### src/rtl/riscv_pkg.sv
// riscv_pkg: shared branch funct3 codes and next-PC select encoding
package riscv_pkg;
  localparam logic [2:0] F3_BEQ  = 3'b000;
  localparam logic [2:0] F3_BNE  = 3'b001;
  localparam logic [2:0] F3_BLT  = 3'b100;
  localparam logic [2:0] F3_BGE  = 3'b101;
  localparam logic [2:0] F3_BLTU = 3'b110;
  localparam logic [2:0] F3_BGEU = 3'b111;
  typedef enum logic [2:0] {NPC_SEQ, NPC_BR, NPC_JAL, NPC_JALR, NPC_TRAP} npc_sel_t;
endpackage

### src/rtl/branch_cond.sv
// branch_cond: maps funct3 and ALU compare flags to the branch condition (Con_BGT reserved)
module branch_cond
  import riscv_pkg::*;
(
  input  logic [2:0] funct3,
  input  logic       zero,
  input  logic       con_blt,
  input  logic       con_bgt,
  output logic       cond
);
  logic unused_bgt;
  assign unused_bgt = con_bgt;
  always_comb begin
    cond = (funct3 == F3_BEQ) ? zero :
           (funct3 == F3_BNE) ? !zero :
           (funct3 == F3_BLT || funct3 == F3_BLTU) ? con_blt :
           (funct3 == F3_BGE || funct3 == F3_BGEU) ? !con_blt : 1'b0;
  end
endmodule

### src/rtl/pc_branch_unit.sv
// pc_branch_unit: PC register, branch/JAL/JALR resolution, misaligned-target trap; PERFCNT_EN adds InstRet/TakenCnt
module pc_branch_unit
  import riscv_pkg::*;
#(
  parameter logic [31:0] RESET_PC = 32'h0000_0000,
  parameter logic [31:0] TRAP_VEC = 32'h0000_0100
) (
  input  logic        clk,
  input  logic        reset,
  input  logic        Stall,
  input  logic        Branch,
  input  logic        Jal,
  input  logic        Jalr,
  input  logic [2:0]  Funct3,
  input  logic        zero,
  input  logic        Con_BLT,
  input  logic        Con_BGT,
  input  logic [31:0] ImmExt,
  input  logic [31:0] ALUResult,
  output logic [31:0] PC,
  output logic [31:0] PCPlus4,
  output logic [31:0] PCTarget,
  output logic        Taken,
  output logic        Trap
`ifdef PERFCNT_EN
  ,
  output logic [31:0] InstRet,
  output logic [31:0] TakenCnt
`endif
);
  logic        cond;
  logic        unused_alu0;
  logic [31:0] pc_q, pc_d, target;
  logic        trap_q, trap_d;
  npc_sel_t    raw_sel, npc_sel;
  assign unused_alu0 = ALUResult[0];
  branch_cond u_cond (
    .funct3 (Funct3),
    .zero   (zero),
    .con_blt(Con_BLT),
    .con_bgt(Con_BGT),
    .cond   (cond)
  );
  always_comb begin
    PCPlus4  = pc_q + 32'd4;
    PCTarget = pc_q + ImmExt;
    raw_sel  = Jalr ? NPC_JALR : Jal ? NPC_JAL : (Branch && cond) ? NPC_BR : NPC_SEQ;
    target   = (raw_sel == NPC_JALR) ? {ALUResult[31:1], 1'b0} :
               (raw_sel == NPC_SEQ) ? PCPlus4 : PCTarget;
    Taken    = raw_sel != NPC_SEQ;
    npc_sel  = (Taken && target[1]) ? NPC_TRAP : raw_sel;
    pc_d     = Stall ? pc_q : (npc_sel == NPC_TRAP) ? TRAP_VEC : target;
    trap_d   = Stall ? trap_q : npc_sel == NPC_TRAP;
  end
  always_ff @(posedge clk) begin
    if (reset) begin
      pc_q   <= RESET_PC;
      trap_q <= 1'b0;
    end else begin
      pc_q   <= pc_d;
      trap_q <= trap_d;
    end
  end
  assign PC   = pc_q;
  assign Trap = trap_q;
`ifdef PERFCNT_EN
  logic [31:0] inst_ret_q, inst_ret_d, taken_cnt_q, taken_cnt_d;
  always_comb begin
    inst_ret_d  = Stall ? inst_ret_q : inst_ret_q + 32'd1;
    taken_cnt_d = Stall ? taken_cnt_q : taken_cnt_q + {31'd0, Taken};
  end
  always_ff @(posedge clk) begin
    if (reset) begin
      inst_ret_q  <= '0;
      taken_cnt_q <= '0;
    end else begin
      inst_ret_q  <= inst_ret_d;
      taken_cnt_q <= taken_cnt_d;
    end
  end
  assign InstRet  = inst_ret_q;
  assign TakenCnt = taken_cnt_q;
`endif
endmodule

### config.mk
export PLATFORM = sky130hd
export DESIGN_NAME = pc_branch_unit
export DESIGN_NICKNAME = d
export VERILOG_FILES = /design/src/rtl/riscv_pkg.sv /design/src/rtl/branch_cond.sv /design/src/rtl/pc_branch_unit.sv
export SDC_FILE = /design/constraint.sdc
export NUM_CORES = 1
export LEC_CHECK = 0
export ABC_AREA = 1
export BUFFER_PORTS_ARGS = -buffer_cell sky130_fd_sc_hd__buf_2
export CORE_ASPECT_RATIO = 2
export CORE_MARGIN = 5
export CORE_UTILIZATION = 45
export DETAILED_ROUTE_END_ITERATION = 10
export PLACE_DENSITY_LB_ADDON = 0.05
export SYNTH_ARGS = -nofsm -noshare
export SYNTH_HDL_FRONTEND = slang
export SYNTH_SLANG_ARGS = --single-unit
### constraint.sdc
create_clock -name clk -period 2.4 [get_ports clk]
set_input_delay 0.36 -clock clk [delete_from_list [all_inputs] [get_ports clk]]
set_output_delay 0.36 -clock clk [all_outputs]
set_load 0.02 [all_outputs]
==> results.md <==
- Critical R2R Capture: PC[20]
- GR Util met3: 0.0578
- Most frequent cell after synthesis: nand2_1
- Largest net degree at the start of global routing: 31
- Starting Density: 0.461
- Status: finished, violations left
- Peak supply drop: 347 uV
- Sw frac: 0.420
- Final Slew Violations: 0
- Global-route wire length before repair: 40000 um
- Routed len/inst: 21.3 um
- Static leakage: 4.83 nW
- Worst hold margin: 357 ps
- Syn_area_per_cell: 5.27 um^2
- Die width: 84.8 um
- Worst Hold Path Cells: 3
- GRT overflow: 0
- Share of layout cells above drive strength 1: 0.468
- CTS tree: done
- Hpwl dp: 20900 um
- Psw: 1.42 mW
- # setup viols final: 24
- Vias: 8170
- Routed Antenna Nets: 0
- Port buffer count: 171
- Vias in the first global route: 7726
- Combinational share of power: 0.555
- CP endpoint: PCTarget[24]
- Nets: 1390
- Minimum clock period after layout: 2610 ps
- List of most frequent post-synthesis cells: 370 x nand2_1, 151 x inv_1, 82 x nor2_1, 75 x nand3_1, 49 x a21oi_1
- R2r startpoint: PC[18]
- Area of the die: 13500 um^2
- Area grow syn2layout: 76.9%
- Netlist cell types: 39
- CTS sink count: 33
- Num ports: 174
- MaxCap Viol Count: 0
- Share of the synthesized area in the top cell type: 0.276
- Final Worst Setup Slack: -213 ps
- Post-Syn Area: 5040 um^2
- Post-DP Area: 7000 um^2
- Data required time of the worst path: 2040 ps
- Via-to-Cell Ratio: 5.74
- Failing checks: negative setup slack
- Pre-CTS setup slack: -178 ps
- Rel. slew slack: 0.609
- Internal: 1.96 mW
- GPL Wtd Cong: 0.983
- M1 GR Usage: 0.347
- Async SR Flop Fraction: 0
- Critical path fanouts, max: 4
- Crit path launch type: register
- Yosys reg bits: 33
- RSZ-0062 raised after global routing: true
- CTS buffer count: 5
- Most Used Layer, Global Route: met2
- Clock slew at reported path FFs: 60 ps
- FP Rows: 54
- Overall Power: 3.38 mW
- Final instance area: 8920 um^2
- Pre-antenna DRT Iters: 7
- Reg2reg setup slack: -80 ps
- WL final: 30400 um
- Mapped Nets: 1066
- Htree depth: 2
- CTS max path bufs: 2
- Ys flop type: dfxtp_1
- Dpl cells: 1384
- Worst Setup End Kind: output port
- Clock latency on the worst-skew pair: 290 ps
- # fillers: 759
- CP Class: reg -> out
- P per Cell Area: 379 nW/um^2
- Ranking of synthesized cells by area: nand2_1 28%, dfxtp_1 13%, inv_1 11%
- Worst Setup SP: PC[13]
- Syn Inst Count: 957
- Initial antenna violation count: 1
- Core Region: 10900 um^2
- Cell taking the most area after synthesis: nand2_1
- Part of the power in registers: 0.180
- Share of total power in the clock network: 0.264
- Chip Height: 160 um
- Initial DRC Count: 792
- Hold/Removal Path Class: in -> reg
- Synth Warn #: 0
- Finished Core Util: 0.815
- Sequential cell area fraction in the yosys report: 0.131
- Post-Layout Cell Count: 1423
- Fmax: 383 MHz
- Setup TNS: -2300 ps
- Post-synth EDFFs: 0
- Worst EP arrival: 2250 ps
- Overall routing resource usage: 0.383
- Skew final: 5.19 ps
- CTS root buf: clkbuf_16
- DRC viols: 0
- Final critical-path share of the clock period: 1.09
- Met2 Use GR: 0.719
- Final hold vios: 0
- Slew @ Worst Pin: 586 ps
- Cell count of the worst reg-to-reg path: 16
-- sequential cells by signal, indices dropped and copies added (netlist names) --
register  flops
PC           32
Trap          1
-- what timing repair did --
| action | CTS | global route |
|---|---|---|
| pin swaps | 45 | 55 |
| hold buffers | 0 | 0 |
| buffers inserted | 18 | 14 |
| setup endpoints to repair | 28 | 45 |
| gates resized for setup | 205 | 166 |
-- how the worst min path moves through the flow --
stage | end | from
after global placement | Trap | Trap
after CTS | PC[8] | ALUResult[8]
final | PC[8] | ALUResult[8]
after floorplan | PC[8] | ALUResult[8]
after detailed placement | Trap | Trap
after global routing | PC[8] | ALUResult[8]
-- routing by layer --
layer  share of wire  wire (um)  vias up
li1                -          -     3653
met1            0.30       9240     3676
met2            0.50      15200      605
met3           0.085       2590      236
met4            0.11       3350        0
met5               0          0        -
-- layout by cell type, fill, tap and decap left out, types with 10 or more instances in the layout --
cell       n
nand2_1  298
buf_4    151
buf_2    149
inv_1    138
nand3_1   59
nor2_1    57
nand2_2   53
buf_6     33
a21oi_1   27
ha_4      27
nand2_4   23
a21oi_2   18
nor2_4    17
dfxtp_2   16
nand3_2   16
nand4_1   16
inv_2     15
xor2_1    15
nor2_2    13
dfxtp_1   11
o21ai_1   11
nor3_2    11
and2_4    10
-- worst max-delay path, stage by stage (launching register included) --
cell and delay, ps:
dfxtp_4 360, ha_4 310, nand2_1 90, inv_1 100
nand3_2 140, nor3_2 330, nand3_2 150, nand4_1 120
nand2_1 70, inv_2 130, buf_6 140
-- kinds of logic (layout without fill, tap and decap cells) --
group	after synthesis	in the layout	synth area share
adder cells (fa/ha/maj)	33	33	0.0834
XOR/XNOR	27	27	0.0469
AO/OA/AOI/OAI	95	95	0.105
other	0	1	0
flip-flops	33	33	0.131
buffers and inverters	174	499	0.138
AND/OR/NAND/NOR	595	595	0.495
-- power groups by stage --
stage / registers, mW / logic [mW] / clock network (mW)
floorplan: 0.658 / 0.658 / 0
finish: 0.610 / 1.88 / 0.893
global placement: 0.613 / 1.35 / 0
detailed placement: 0.613 / 1.36 / 0
global route: 0.610 / 1.97 / 0.911
CTS: 0.610 / 1.59 / 0.885
-- cell type report --
class / count / area [um^2] / share of cell area
clock buffers: 5 / 125 / 0.0140
flip-flops and latches: 33 / 703 / 0.0789
clock inverters: 3 / 68.8 / 0.00772
well taps: 140 / 175 / 0.0196
inverters: 155 / 584 / 0.0655
diodes: 1 / 2.50 / 0.000281
multi-input cells: 750 / 4950 / 0.555
repair buffers: 336 / 2310 / 0.259
(Power assumes the default switching activity.)
